File: src/rtl/fw_pkg.sv
// Shared types and constants for the firewall header parser and its output buffer.
package fw_pkg;
  localparam logic [3:0] IPV4_VER  = 4'd4;
  localparam logic [3:0] IHL_MIN   = 4'd5;
  localparam logic [7:0] PROTO_TCP = 8'd6;
  localparam logic [7:0] PROTO_UDP = 8'd17;

  typedef enum logic [1:0] {P_IDLE, P_HDR, P_L4, P_DRAIN} fw_state_e;

  typedef struct packed {
    logic [31:0] src_ip;
    logic [31:0] dst_ip;
    logic [7:0]  protocol;
    logic [15:0] src_port;
    logic [15:0] dst_port;
  } fw_tuple_t;

  function automatic logic is_l4(input logic [7:0] proto);
    return (proto == PROTO_TCP) || (proto == PROTO_UDP);
  endfunction
endpackage

File: src/rtl/fw_tuple_buf.sv
// One-entry output register for the 5-tuple; stall_o tells the parser a new load must wait.
module fw_tuple_buf
  import fw_pkg::*;
(
  input  logic      clk,
  input  logic      reset,
  input  logic      load_i,
  input  fw_tuple_t tuple_i,
  input  logic      m_ready_i,
  output logic      m_valid_o,
  output fw_tuple_t tuple_o,
  output logic      stall_o
);
  logic      valid_q;
  fw_tuple_t data_q;

  // A load wins over a pop so a simultaneous pop/reload keeps valid high.
  always_ff @(posedge clk or posedge reset) begin
    if (reset) begin
      valid_q <= 1'b0;
      data_q  <= '0;
    end else if (load_i) begin
      valid_q <= 1'b1;
      data_q  <= tuple_i;
    end else if (valid_q && m_ready_i) begin
      valid_q <= 1'b0;
    end
  end

  assign m_valid_o = valid_q;
  assign tuple_o   = data_q;
  assign stall_o   = valid_q && !m_ready_i;
endmodule

File: src/rtl/fw_header_parser.sv
// IPv4 header parser: extracts the 5-tuple from a 32-bit word stream and counts malformed packets.
module fw_header_parser
  import fw_pkg::*;
#(
  parameter int ERR_CNT_W   = 16,
  parameter bit EMIT_NON_L4 = 1'b1
) (
  input  logic                 clk,
  input  logic                 reset,
  input  logic [31:0]          s_data,
  input  logic                 s_valid,
  input  logic                 s_last,
  output logic                 s_ready,
  output logic [71:0]          m_ip_protocol,
  output logic [15:0]          m_src_port,
  output logic [15:0]          m_dst_port,
  output logic                 m_valid,
  input  logic                 m_ready,
  output logic [ERR_CNT_W-1:0] err_count
);
  fw_state_e      state_q, state_d;
  logic [3:0]     widx_q, widx_d, ihl_q, ihl_d;
  logic           frag_q, frag_d, errf_q, errf_d;
  logic [7:0]     proto_q, proto_d;
  logic [31:0]    src_q, src_d, dst_q, dst_d;
  logic [ERR_CNT_W-1:0] err_q;
  logic           err_inc, accept, load, stall, final_hdr, has_l4, emit_cand, hdr_bad;
  fw_tuple_t      tuple, buf_q;

  // Emission depends only on registered state, so the stall path stays short.
  assign final_hdr = (widx_q == ihl_q - 4'd1);
  assign has_l4    = is_l4(proto_q) && !frag_q;
  assign emit_cand = (state_q == P_L4) ||
                     ((state_q == P_HDR) && final_hdr && !has_l4 && EMIT_NON_L4);
  assign s_ready   = !(s_valid && emit_cand && stall);
  assign accept    = s_valid && s_ready;
  assign load      = accept && emit_cand;
  assign hdr_bad   = (s_data[31:28] != IPV4_VER) || (s_data[27:24] < IHL_MIN);

  always_comb begin
    tuple          = '0;
    tuple.src_ip   = src_q;
    tuple.dst_ip   = (widx_q == 4'd4) ? s_data : dst_q;
    tuple.protocol = proto_q;
    if (state_q == P_L4) begin
      tuple.src_port = s_data[31:16];
      tuple.dst_port = s_data[15:0];
    end
  end

  always_comb begin
    state_d = state_q;
    widx_d  = widx_q;
    ihl_d   = ihl_q;
    frag_d  = frag_q;
    errf_d  = errf_q;
    proto_d = proto_q;
    src_d   = src_q;
    dst_d   = dst_q;
    err_inc = 1'b0;
    if (accept) begin
      widx_d = s_last ? 4'd0 : widx_q + 4'd1;
      case (state_q)
        P_IDLE: begin
          if (s_last) err_inc = 1'b1;
          else if (hdr_bad) begin
            state_d = P_DRAIN;
            errf_d  = 1'b1;
          end else begin
            ihl_d   = s_data[27:24];
            state_d = P_HDR;
          end
        end
        P_HDR: begin
          case (widx_q)
            4'd1:    frag_d  = (s_data[12:0] != 13'd0);
            4'd2:    proto_d = s_data[23:16];
            4'd3:    src_d   = s_data;
            4'd4:    dst_d   = s_data;
            default: ;
          endcase
          if (final_hdr) begin
            if (has_l4) begin
              // A TCP/UDP packet ending before its port word is short.
              err_inc = s_last;
              state_d = s_last ? P_IDLE : P_L4;
            end else begin
              state_d = s_last ? P_IDLE : P_DRAIN;
            end
          end else if (s_last) begin
            err_inc = 1'b1;
            state_d = P_IDLE;
          end
        end
        P_L4: state_d = s_last ? P_IDLE : P_DRAIN;
        default: begin
          if (s_last) begin
            err_inc = errf_q;
            errf_d  = 1'b0;
            state_d = P_IDLE;
          end
        end
      endcase
    end
  end

  always_ff @(posedge clk or posedge reset) begin
    if (reset) begin
      state_q <= P_IDLE;
      widx_q  <= '0;
      ihl_q   <= '0;
      frag_q  <= 1'b0;
      errf_q  <= 1'b0;
      proto_q <= '0;
      src_q   <= '0;
      dst_q   <= '0;
      err_q   <= '0;
    end else begin
      state_q <= state_d;
      widx_q  <= widx_d;
      ihl_q   <= ihl_d;
      frag_q  <= frag_d;
      errf_q  <= errf_d;
      proto_q <= proto_d;
      src_q   <= src_d;
      dst_q   <= dst_d;
      if (err_inc && (err_q != '1)) err_q <= err_q + 1'b1;
    end
  end

  fw_tuple_buf u_buf (
    .clk       (clk),
    .reset     (reset),
    .load_i    (load),
    .tuple_i   (tuple),
    .m_ready_i (m_ready),
    .m_valid_o (m_valid),
    .tuple_o   (buf_q),
    .stall_o   (stall)
  );

  assign m_ip_protocol = {buf_q.src_ip, buf_q.dst_ip, buf_q.protocol};
  assign m_src_port    = buf_q.src_port;
  assign m_dst_port    = buf_q.dst_port;
  assign err_count     = err_q;
endmodule

File: config.mk
export PLATFORM = sky130hd
export DESIGN_NAME = fw_header_parser
export DESIGN_NICKNAME = d
export VERILOG_FILES = /design/src/rtl/fw_pkg.sv /design/src/rtl/fw_tuple_buf.sv /design/src/rtl/fw_header_parser.sv
export SDC_FILE = /design/constraint.sdc
export NUM_CORES = 1
export LEC_CHECK = 0
export ABC_AREA = 0
export CORE_MARGIN = 2
export CORE_UTILIZATION = 56
export CTS_CLUSTER_DIAMETER = 60
export DETAILED_ROUTE_END_ITERATION = 12
export GPL_TIMING_DRIVEN = 0
export PLACE_DENSITY = 0.85
export SLEW_MARGIN = 20
export SYNTH_ARGS = -nofsm -noshare
export SYNTH_HDL_FRONTEND = slang
export SYNTH_SLANG_ARGS = --single-unit
File: constraint.sdc
create_clock -name clk -period 13.6 [get_ports clk]
set_input_delay 1.36 -clock clk [delete_from_list [all_inputs] [get_ports clk]]
set_output_delay 1.36 -clock clk [all_outputs]
set_load 0.01 [all_outputs]
== Word level (Yosys, flattened, before mapping) ==
Index checks and enable logic that the tools add are counted.
Word-level totals
  register bits: 205
Operators by class
  $add $sub $neg: 3
  muxes and demuxes: 23
  reduce and logical (&&, ||, !) cells: 29
  bitwise logic cells: 3
  magnitude comparators: 1
  equal/unequal tests: 13
Operators by type and width (count)
  $mux 32: 2
  $add 16x1->16 const B: 1
  $ne 16x16->1 const B: 1
  $mux 2: 7
  $reduce_bool 13->1: 1
  $logic_and 1x1->1: 10
  $mux 1: 10
  $reduce_and 3->1: 3
  $eq 4x2->1 const B: 2
  $eq 8x3->1 const B: 1
  $eq 8x5->1 const B: 1
  $pmux 2 s3: 1
  $reduce_and 5->1: 1
  $add 4x1->4 const B: 1
  $eq 4x1->1 const B: 1
  $eq 4x3->1 const B: 1
  $eq 4x4->1: 1
  $logic_not 1->1: 4
  $lt 4x3->1 const B: 1
  $mux 4: 1
  $ne 2x2->1 const B: 2
  $ne 4x3->1 const B: 1
  $reduce_and 2->1: 2
  $reduce_and 4->1: 1
  10 further kinds: 15

== Logic depth before layout (Yosys ltp) ==
Gate-level depths: netlist (run 1).
  depth after elaboration: 12
  depth in mapped cells: 10
  depth with buffers taken out: 8

== Cells and area by module ==
Synthesis (run 1) repeated with hierarchy kept, for this count alone.
Second synthesis, totals
  cell total of the unflattened synthesis: 648
  area total of the unflattened synthesis: 9402.8 µm²
By module, submodules not included
  fw_header_parser: cells each 424, area each 5300.1 µm², seq. area each 2502.4 µm², times used 1
  fw_tuple_buf: cells each 224, area each 4102.7 µm², seq. area each 2627.5 µm², times used 1

== Worst setup path after synthesis (run 1) ==
Ideal clock, no wire load.
  path type: input to output
  start: in m_ready
  end: out s_ready
  required time: 12.240 ns
  slack: 10.552 ns
  buffers on the path: 0
  stages on the path: 2
  arrival: 1.688 ns
  path through: nor2b_1 -> nand3_1
Between the ends
  word-level cells in the longest chain between the ends: 4
Ends and longest elaborated chain
  start: declaration: line fw_header_parser.sv:18  | input logic m_ready,
  $logic_not 1->1: line fw_tuple_buf.sv:32  | assign stall_o = valid_q && !m_ready_i;
  $logic_and 1x1->1: line fw_tuple_buf.sv:32
  $logic_and 1x1->1: line fw_header_parser.sv:35  | assign s_ready = !(s_valid && emit_cand && stall);
  $logic_not 1->1: line fw_header_parser.sv:35
  end: declaration: line fw_header_parser.sv:13  | output logic s_ready,
No other way between the ends.

== Worst setup path after layout (run 1) ==
  start: reg ihl_q[0]
  end: out s_ready
Between the ends
  word-level cells in the longest chain between the ends: 8
Ends and longest elaborated chain
  start: declaration: line fw_header_parser.sv:22  | logic [3:0] widx_q, widx_d, ihl_q, ihl_d;
  start signal: assignment: line fw_header_parser.sv:121  | ihl_q <= ihl_d;
  $sub 4x1->4: line fw_header_parser.sv:31  | assign final_hdr = (widx_q == ihl_q - 4'd1);
  $eq 4x4->1: line fw_header_parser.sv:31
  $logic_and 1x1->1 (2 in series): line fw_header_parser.sv:34  | ((state_q == P_HDR) && final_hdr && !has_l4 && EMIT_NON_L4);
  $logic_or 1x1->1: line fw_header_parser.sv:33  | assign emit_cand = (state_q == P_L4) ||
  $logic_and 1x1->1 (2 in series): line fw_header_parser.sv:35
  $logic_not 1->1: line fw_header_parser.sv:35
No other way between the ends.

==> out/summary.txt, run 1 <==
Status = finished, final reports clean
Maximum clock rate = 245 MHz
# resized after CTS = 0
Placed Area = 10,400 µm²
Unique masters post-synth = 48
Row count = 45
WP data required = 12,240 ps
Post-CTS Setup Inserts = 0
GPL Wtd Cong = 0.833
Path depth of the worst reg2reg path = 10
ANT cells = 0
Global route total overflow = 0
#FFs+latches synth = 205
Nets@finish = 868
Yosys top cell area share = 60.1%
DRC = 0
Worst Path Buf+Inv = 2
Core area = 15,000 µm²
Area growth from synthesis to layout = 29.8%
Startpoint types = register
Top post-synthesis cells by area = dfrtp_1 (60%), mux2_2 (11%), mux2_1 (4.8%), mux2i_1 (3.8%), a22o_1 (3.3%)
Sum Neg Setup Slack = 0 ps
Final worst path period need = 4090 ps
Final Total Pwr = 2.37 mW
CTS tree = built
Setup violators final = 0
Largest net degree at the start of global routing = 109
RSZ-0062 raised after global routing = no
Design Area, Final = 11,100 µm²
Vias in the first global route = 6,247
Crit-path slowest cell = clkdlybuf4s50_1
Normalized max-slew margin = 49.4%
Gate count of the mapped netlist = 639
Vias post-DR = 5,846
DIE AREA = 16,200 µm²
Worst EP arrival = 2730 ps
Die height = 127 µm
Worst Setup End Kind = primary output
Cell mode on critical path = nand3_1
Syn. warnings = 0
Total CTS buffers = 21
Crit-path leading delay family = buffers and inverters
R2r endpoint = u_buf.tuple_o[66]$_DFFE_PP0P_
Clk_skew = 6.33 ps
Clk buf depth = 3
Hold path cells = 2
Fill cells = 1,000
Min-delay worst type = register to register
Buffers on Ports = 158
Layout cell share with drive strength beyond 1 = 17.0%
Drt total wl = 20,200 µm
Net Count, Synth = 686
Slew @ Worst Pin = 758 ps
Post-synthesis async set-or-reset flop share = 100%
Place WS = 9540 ps
Drt pass-1 iters = 5
Most frequent cell after synthesis = dfrtp_1
Hold Path Sink = u_buf.tuple_o[53]$_DFFE_PP0P_
CP max FO = 4
Die X = 127 µm
CP peak stage delay = 500 ps
# hold bufs at CTS = 0
Final ANT Viol Nets = 0
Endpoints failing hold = 0
GRT Overall Usage = 25.5%
Clk slew on worst S/H paths = 60 ps
First-pass GRT wire length = 33,000 µm
Reg2reg setup slack = 10,520 ps
Root Driver = clkbuf_16
FF-to-FF Start = ihl_q[0]$_DFFE_PP0P_
Avg Cell Area, Syn = 13.4 µm²
Max-cap violations = 0
PwrDens = 214 nW/µm²
Maximum vdd drop = 0.140 mV
Num ports = 159
Via/cell ratio = 5.71
Final period util = 30.1%
CP Depth = 7
Hold Crit Start = u_buf.tuple_o[53]$_DFFE_PP0P_
Worst path cell trace = inv_1 > ha_1 > xnor3_1 > nand3_1 > o41ai_2 > nand3_1 > clkdlybuf4s50_1
Post-synth top area cell = dfrtp_1
Synthesized area = 8530 µm²
Fin. max-slew vios = 0
Drt wl/cell = 19.7 µm
Detailed Place HPWL = 14,000 µm
Initial antenna violation count = 0
CTS sink cnt = 205
Final WS setup = 9510 ps
Leak = 5.26 nW
Number of synthesized flops with an enable pin = 0
Ys flop type = dfrtp_1
Post-layout util = 73.6%
Crit path kind = register to primary output
Max H-tree Level = 1
Worst-skew pair later-pin latency = 490 ps
Starting Density = 56.8%
Synth cell count leaders = dfrtp_1 (205), mux2_2 (82), nand2_1 (54)
Initial DRC Count = 332
Seq/Total Area, Yosys = 60.1%
-- worst register-to-register path: stages, from the launching register on --
cell and delay (ps):
dfrtp_1 410, inv_1 60, ha_1 190, xnor3_1 360
nand3_1 150, o41ai_2 420, nand3_1 420, clkbuf_1 400
buf_2 300, nand2_1 100, o21ai_0 110
-- sequential cells by signal, indices dropped and copies added, names as in the netlist, 2 cells and up --
signal / flops
dst_q: 32
err_count: 16
ihl_q: 4
proto_q: 8
src_q: 32
state_q: 2
u_buf.tuple_o: 104
widx_q: 4
-- cells in the final DEF (no fill, tap or decap), drive strengths merged, types with 2 or more instances in the layout --
| master | synthesis | layout |
|---|---|---|
| or4 | 3 | 3 |
| nor3 | 9 | 9 |
| nand4 | 8 | 8 |
| nand3b | 3 | 3 |
| a211oi | 4 | 4 |
| xnor2 | 13 | 13 |
| and3 | 2 | 2 |
| mux2 | 118 | 118 |
| nand4bb | 2 | 2 |
| clkdlybuf4s50 | 0 | 158 |
| a21oi | 2 | 2 |
| clkinv | 0 | 6 |
| a22o | 32 | 32 |
| nor4 | 3 | 3 |
| o21ai | 42 | 42 |
| xor2 | 5 | 5 |
| buf | 16 | 17 |
| inv | 13 | 14 |
| or3 | 3 | 3 |
| o21a | 3 | 3 |
| nor2 | 12 | 12 |
| ha | 10 | 10 |
| nor4b | 2 | 2 |
| dfrtp | 205 | 205 |
| nand2 | 54 | 54 |
| clkbuf | 16 | 45 |
| mux2i | 32 | 32 |
| nand3 | 13 | 13 |
-- area by class of cell --
| type | count | area, µm² | share of cell area, % |
|---|---|---|---|
| plain buffers | 32 | 148 | 1.33 |
| clock buffers | 29 | 616 | 5.56 |
| clock inverters | 8 | 72.6 | 0.655 |
| inverters | 13 | 56.3 | 0.509 |
| multi-input cells | 389 | 3210 | 29.0 |
| flip-flops and latches | 205 | 5130 | 46.3 |
| well taps | 188 | 235 | 2.12 |
| repair buffers | 159 | 1610 | 14.5 |
-- layer usage --
metal	vias to the layer above	share of wire (%)	GRT usage (%)
met4	0	1.5	5.43
met1	2986	42	34.2
met3	30	7.2	7.04
li1	2652	-	-
met2	178	49	42.2
met5	-	0	0
-- worst max path at each step --
stage          slack, ps            startpoint                             to
6_report            9510  ihl_q[0]$_DFFE_PP0P_                        s_ready
5_1_grt             9310  ihl_q[0]$_DFFE_PP0P_                        s_ready
4_1_cts             9480  ihl_q[0]$_DFFE_PP0P_                        s_ready
3_5_place_dp        9540               m_ready                        s_ready
3_3_place_gp        4530                 reset  u_buf.tuple_o[85]$_DFFE_PP0P_
2_1_floorplan       6640                 reset           dst_q[0]$_DFFE_PP0P_
-- logic make-up after synthesis --
family | share of synthesized area (%)
xor gates and xnor gates | 2.11
muxes | 19.3
AOI/OAI and AO/OA | 7.61
adders and majority gates | 1.47
buffers and inverters | 2.30
DFF | 60.1
and+or+nand+nor | 7.05
-- power by group --
part | switching, mW | internal (mW)
clock network | 0.230 | 0.336
registers | 0.140 | 0.840
logic | 0.372 | 0.452
-- per-stage QoR --
step           std cells  hold WS (ps)
2_1_floorplan        639           458
3_3_place_gp         985           466
3_5_place_dp         986           472
4_1_cts             1023           485
5_1_grt             1023           505
6_report            1023           480
Note: power is estimated with default switching activity, not from simulation.
==> inputs of run 2 (changes only) <==
--- a/config.mk
+++ b/config.mk
@@ -7,11 +7,11 @@
 export LEC_CHECK = 0
 export ABC_AREA = 0
 export CORE_MARGIN = 2
-export CORE_UTILIZATION = 56
+export CORE_UTILIZATION = 47
 export CTS_CLUSTER_DIAMETER = 60
 export DETAILED_ROUTE_END_ITERATION = 12
 export GPL_TIMING_DRIVEN = 0
-export PLACE_DENSITY = 0.85
+export PLACE_DENSITY = 0.76
 export SLEW_MARGIN = 20
 export SYNTH_ARGS = -nofsm -noshare
 export SYNTH_HDL_FRONTEND = slang
==> constraint.sdc (replaced) <==
create_clock -name clk -period 3.74 [get_ports clk]
set_input_delay 0.374 -clock clk [delete_from_list [all_inputs] [get_ports clk]]
set_output_delay 0.374 -clock clk [all_outputs]
set_load 0.01 [all_outputs]
==> run 2 against run 1 <==
Register-to-register slack got worse by 9900 ps. Sequential share of layout area down 0.50 points. First-iteration DRC count up 0.30%. Largest cell class unchanged. Cell count up 4.6%.
==> out/summary.txt, run 2 (synthesis results as in run 1) <==
Status = finished, final reports clean (unchanged)
Most frequent cells in the layout = dfrtp_1 (205), clkdlybuf4s50_1 (158), mux2_2 (82) (unchanged)
Total CTS buffers = 22 (was 21)
Post-CTS Setup Inserts = 0 (unchanged)
First-pass GRT wire length = 33,800 µm (was 33,000 µm)
CTS sink cnt = 205 (unchanged)
Drt total wl = 21,000 µm (was 20,200 µm)
Slew @ Worst Pin = 776 ps (was 758 ps)
Vias post-DR = 5,892 (was 5,846)
ANT cells = 0 (unchanged)
Final ANT Viol Nets = 0 (unchanged)
Max-cap violations = 0 (unchanged)
Most common cell after layout, fill and taps aside = dfrtp_1 (unchanged)
Endpoints failing hold = 0 (unchanged)
Max H-tree Level = 1 (unchanged)
Worst Setup End Kind = primary output (unchanged)
Sum Neg Setup Slack = 0 ps (unchanged)
Die height = 139 µm (was 127 µm)
Min-delay worst type = input pin to asynchronous set/reset pin (was register to register)
Clk_skew = 10.3 ps (was 6.33 ps)
Buffers on Ports = 158 (unchanged)
Global route total overflow = 0 (unchanged)
Worst-skew pair later-pin latency = 510 ps (was 490 ps)
Startpoint types = register (unchanged)
Row count = 49 (was 45)
Design Area, Final = 11,200 µm² (was 11,100 µm²)
Max FFs per register = 104 (unchanged)
Detailed Place HPWL = 14,700 µm (was 14,000 µm)
Starting Density = 47.7% (was 56.8%)
Root Driver = clkbuf_16 (unchanged)
PwrDens = 769 nW/µm² (was 214 nW/µm²)
Maximum vdd drop = 0.451 mV (was 0.140 mV)
Clk slew on worst S/H paths = 60 ps (about the same)
GRT Overall Usage = 21.8% (was 25.5%)
Clk buf depth = 3 (unchanged)
WP data required = 3370 ps (was 12,240 ps)
Worst EP arrival = 2790 ps (was 2730 ps)
RSZ-0062 raised after global routing = no (unchanged)
CTS tree = built (unchanged)
Fill cells = 1,346 (was 1,000)
Initial DRC Count = 333 (was 332)
GPL Wtd Cong = 0.824 (was 0.833)
Final worst path period need = 3160 ps
CP max FO = 4 (unchanged)
Drt pass-1 iters = 5 (unchanged)
Crit path kind = register to primary output (unchanged)
Normalized max-slew margin = 47.8% (was 49.4%)
Drt wl/cell = 19.6 µm (was 19.7 µm)
# hold bufs at CTS = 0 (unchanged)
Largest net degree at the start of global routing = 37 (was 109)
Die X = 139 µm (was 127 µm)
Initial antenna violation count = 0 (unchanged)
# resized after CTS = 0 (unchanged)
Num ports = 159 (unchanged)
Post-layout util = 62.5% (was 73.6%)
Via/cell ratio = 5.51 (was 5.71)
DRC = 0 (unchanged)
Placed Area = 10,500 µm² (was 10,400 µm²)
Layout cell share with drive strength beyond 1 = 16.9% (was 17.0%)
Vias in the first global route = 6,152 (was 6,247)
Setup violators final = 0 (unchanged)
Leak = 5.27 nW (was 5.26 nW)
Final period util = 84.6%
Maximum clock rate = 316 MHz
Worst hold margin = 246 ps (was 480 ps)
Area growth from synthesis to layout = 31.2% (was 29.8%)
Fin. max-slew vios = 0 (unchanged)
Core area = 17,900 µm² (was 15,000 µm²)
DIE AREA = 19,200 µm² (was 16,200 µm²)
Nets@finish = 874 (was 868)
[run 2: changes by cell type in the layout (fill, tap and decap cells not counted), moves of 2 or more]
| cell | previous run | this run |
|---|---|---|
| buf_12 | 0 | 6 |
| clkbuf_1 | 18 | 24 |
| clkbuf_8 | 6 | 1 |
| clkinvlp_4 | 0 | 2 |
[run 2: layout make-up]
class,instances,area (µm²),area share [%]
Buffer,32,148,1.32
Clock buffer,31,594,5.31
Clock inverter,7,73.8,0.660
Inverter,13,52.6,0.470
Multi-Input combinational cell,389,3210,28.6
Timing Repair Buffer,164,1700,15.2
Sequential cell,205,5130,45.8
Tap cell,229,287,2.56
[run 2: stage by stage]
stage	power [mW]	cells	worst slack, ps
2_1_floorplan	5.10	639	708
3_3_place_gp	6.40	1026	-640
3_5_place_dp	6.59	1032	541
4_1_cts	8.68	1070	533
5_1_grt	9.09	1070	403
6_report	8.60	1070	577
[run 2: worst max-delay path, cell delays in order, from the launching register on]
cell	delay, ps
dfrtp_1	410
inv_1	60
ha_1	200
xnor3_1	380
nand3_1	160
o41ai_2	410
nand3_1	130
clkdlybuf4s50_1	520
[run 2: worst paths after layout]
path                                               startpoint                             to  slack [ps]  cells past startpoint
worst min-delay path                                    reset   u_buf.tuple_o[1]$_DFFE_PP0P_         250                      2
worst min register to register  u_buf.tuple_o[43]$_DFFE_PP0P_  u_buf.tuple_o[43]$_DFFE_PP0P_         480                      2
min in group clk                u_buf.tuple_o[43]$_DFFE_PP0P_  u_buf.tuple_o[43]$_DFFE_PP0P_         480                      2
worst max register to register           ihl_q[0]$_DFFE_PP0P_   u_buf.tuple_o[6]$_DFFE_PP0P_         600                      9
worst max-delay path                     ihl_q[0]$_DFFE_PP0P_                        s_ready         580                      7
max in group asynchronous                               reset  u_buf.tuple_o[65]$_DFFE_PP0P_        2260                      6
[run 2: power breakdown]
group / total, mW / internal, mW / switching, mW
registers: 3.56 / 3.05 / 0.505
clock network: 2.04 / 1.18 / 0.861
logic: 3.00 / 1.65 / 1.35
[run 2: routing by layer]
layer | wire, µm | global-route usage (%) | share of wire, % | up-vias
met2 | 10100 | 36.3 | 48 | 177
met4 | 395 | 4.57 | 1.9 | 0
met1 | 9020 | 28.8 | 43 | 3028
li1 | - | - | - | 2658
met3 | 1410 | 6.28 | 6.7 | 29
met5 | 0 | 0 | 0 | -
==> inputs of run 3 (changes only) <==
==> constraint.sdc (replaced) <==
create_clock -name clk -period 2.9 [get_ports clk]
set_input_delay 0.29 -clock clk [delete_from_list [all_inputs] [get_ports clk]]
set_output_delay 0.29 -clock clk [all_outputs]
set_load 0.01 [all_outputs]
==> run 3 against run 2 <==
Register-to-register slack lost 540 ps. Flip-flop and latch count is the same. Critical path depth grew 2.
==> out/summary.txt, run 3 (synthesis results as in run 1) <==
First-pass GRT wire length = 33,900 µm (was 33,800 µm)
Clk slew on worst S/H paths = 60 ps (about the same)
Place WS = -299 ps (was 541 ps)
Drt pass-1 iters = 5 (unchanged)
DIE AREA = 19,200 µm² (unchanged)
Placed Area = 10,500 µm² (unchanged)
Maximum clock rate = 352 MHz
PwrDens = 989 nW/µm² (was 769 nW/µm²)
CP peak stage delay = 570 ps (was 520 ps)
Switching Fraction = 31.8% (was 31.6%)
Cell mode on critical path = buf_4 (was nand3_1)
Min-delay worst type = input pin to asynchronous set/reset pin (unchanged)
Most common cell after layout, fill and taps aside = dfrtp_1 (unchanged)
CP max FO = 10 (was 4)
Clk buf depth = 3 (unchanged)
Drt wl/cell = 19.6 µm (about the same)
Total CTS buffers = 22 (unchanged)
Comb power frac = 35.3% (was 34.9%)
CTS tree = built (unchanged)
Startpoint types = register (unchanged)
GRT Overall Usage = 21.9% (was 21.8%)
Drt total wl = 21,100 µm (was 21,000 µm)
Via/cell ratio = 5.49 (was 5.51)
Buffers on Ports = 158 (unchanged)
Vias in the first global route = 6,171 (was 6,152)
Design Area, Final = 11,300 µm² (was 11,200 µm²)
Global route total overflow = 0 (unchanged)
Fill cells = 1,333 (was 1,346)
DRC = 0 (unchanged)
Area growth from synthesis to layout = 32.4% (was 31.2%)
GPL Wtd Cong = 0.824 (unchanged)
Normalized max-slew margin = 47.7% (was 47.8%)
Largest net degree at the start of global routing = 37 (unchanged)
Core area = 17,900 µm² (unchanged)
Final worst path period need = 2840 ps
Worst Setup End Kind = register (was primary output)
Crit path kind = register to register (was register to primary output)
Fin. max-slew vios = 0 (unchanged)
Nets@finish = 878 (was 874)
ANT cells = 0 (unchanged)
Net Switching = 3.55 mW (was 2.72 mW)
Status = finished, final reports clean (unchanged)
CTS sink cnt = 205 (unchanged)
Layout cell share with drive strength beyond 1 = 18.1% (was 16.9%)
Worst Path Buf+Inv = 3 (was 2)
WP data required = 3280 ps (was 3370 ps)
Reg power frac = 41.1% (was 41.4%)
Non-filler cells, final = 1,074 (was 1,070)
Most frequent cells in the layout = dfrtp_1 (205), clkdlybuf4s50_1 (157), mux2_2 (82) (was dfrtp_1 (205), clkdlybuf4s50_1 (158), mux2_2 (82))
Num ports = 159 (unchanged)
Detailed Place HPWL = 14,700 µm (unchanged)
Vias post-DR = 5,899 (was 5,892)
Clock power frac = 23.6% (was 23.7%)
Worst path cell trace = or4_4 > a211oi_4 > or3_1 > buf_2 > nor2_1 > nor4b_4 > buf_4 > buf_4 > mux2_1 (was inv_1 > ha_1 > xnor3_1 > nand3_1 > o41ai_2 > nand3_1 > clkdlybuf4s50_1)
Crit-path slowest cell = or4_4 (was clkdlybuf4s50_1)
Root Driver = clkbuf_16 (unchanged)
Final Total Pwr = 11.2 mW (was 8.60 mW)
Initial DRC Count = 284 (was 333)
P_int = 7.62 mW (was 5.89 mW)
Clk_skew = 13.2 ps (was 10.3 ps)
Endpoints failing hold = 0 (unchanged)
Initial antenna violation count = 0 (unchanged)
Crit-path leading delay family = simple AND/OR/NAND/NOR gates (was buffers and inverters)
Final period util = 97.9%
Starting Density = 47.7% (unchanged)
Die height = 139 µm (unchanged)
Maximum vdd drop = 0.582 mV (was 0.451 mV)
Setup violators final = 0 (unchanged)
# hold bufs at CTS = 0 (unchanged)
Die X = 139 µm (unchanged)
Placed cells = 1,032 (unchanged)
Worst hold margin = 165 ps (was 246 ps)
Max-cap violations = 0 (unchanged)
Final WS setup = 61.6 ps (was 577 ps)
Worst EP arrival = 3220 ps (was 2790 ps)
Max H-tree Level = 1 (unchanged)
Slew @ Worst Pin = 785 ps (was 776 ps)
Row count = 49 (unchanged)
Max FFs per register = 104 (unchanged)
Final ANT Viol Nets = 0 (unchanged)
Worst-skew pair later-pin latency = 510 ps (about the same)
Leak = 5.33 nW (was 5.27 nW)
-- run 3: power by group through the flow --
| stage | registers (mW) | clock network, mW | logic (mW) |
|---|---|---|---|
| floorplan | 4.74 | 0 | 1.84 |
| global placement | 4.54 | 0 | 3.72 |
| detailed placement | 4.62 | 0 | 3.88 |
| CTS | 4.59 | 2.70 | 3.95 |
| global route | 4.72 | 2.81 | 4.28 |
| finish | 4.59 | 2.64 | 3.95 |
-- run 3: final cells by class --
class / count / area (µm²) / share of cell area, %
Inverter: 13 / 52.6 / 0.465
Clock buffer: 31 / 594 / 5.26
Multi-Input combinational cell: 389 / 3260 / 28.8
Clock inverter: 7 / 73.8 / 0.653
Timing Repair Buffer: 168 / 1730 / 15.3
Tap cell: 229 / 287 / 2.54
Sequential cell: 205 / 5130 / 45.4
Buffer: 32 / 175 / 1.55
-- run 3: per-stage QoR --
step | utilization (%) | setup TNS [ps]
6_report | 63.1 | 0
5_1_grt | 63.1 | -207
4_1_cts | 62.8 | -56.7
3_5_place_dp | 58.8 | -12480
3_3_place_gp | 58.1 | -284420
2_1_floorplan | - | -9900
-- run 3: path summary, 6_finish.rpt --
kind                                               startpoint                             to  slack [ps]  depth (start not counted)
worst max-delay path                   proto_q[3]$_DFFE_PP0P_          dst_q[14]$_DFFE_PP0P_          60                          9
max in group asynchronous                               reset         proto_q[7]$_DFFE_PP0P_        1490                          6
min in group clk                u_buf.tuple_o[43]$_DFFE_PP0P_  u_buf.tuple_o[43]$_DFFE_PP0P_         480                          2
worst min-delay path                                    reset           src_q[6]$_DFFE_PP0P_         160                          2
worst max register to register         proto_q[3]$_DFFE_PP0P_          dst_q[14]$_DFFE_PP0P_          60                          9
worst min register to register  u_buf.tuple_o[43]$_DFFE_PP0P_  u_buf.tuple_o[43]$_DFFE_PP0P_         480                          2
-- run 3: metal layers --
| metal | track usage, % | vias up | wire [µm] |
|---|---|---|---|
| li1 | - | 2669 | - |
| met2 | 36.5 | 159 | 10200 |
| met5 | 0 | - | 0 |
| met1 | 28.9 | 3040 | 9150 |
| met3 | 6.15 | 31 | 1350 |
| met4 | 4.94 | 0 | 389 |
-- run 3: what timing repair did --
item | CTS | global route
setup buffers | 1 | 3
gates cloned | 0 | 0
pin swaps | 1 | 3
endpoints found under the setup margin | 105 | 102
gates resized for setup | 10 | 12
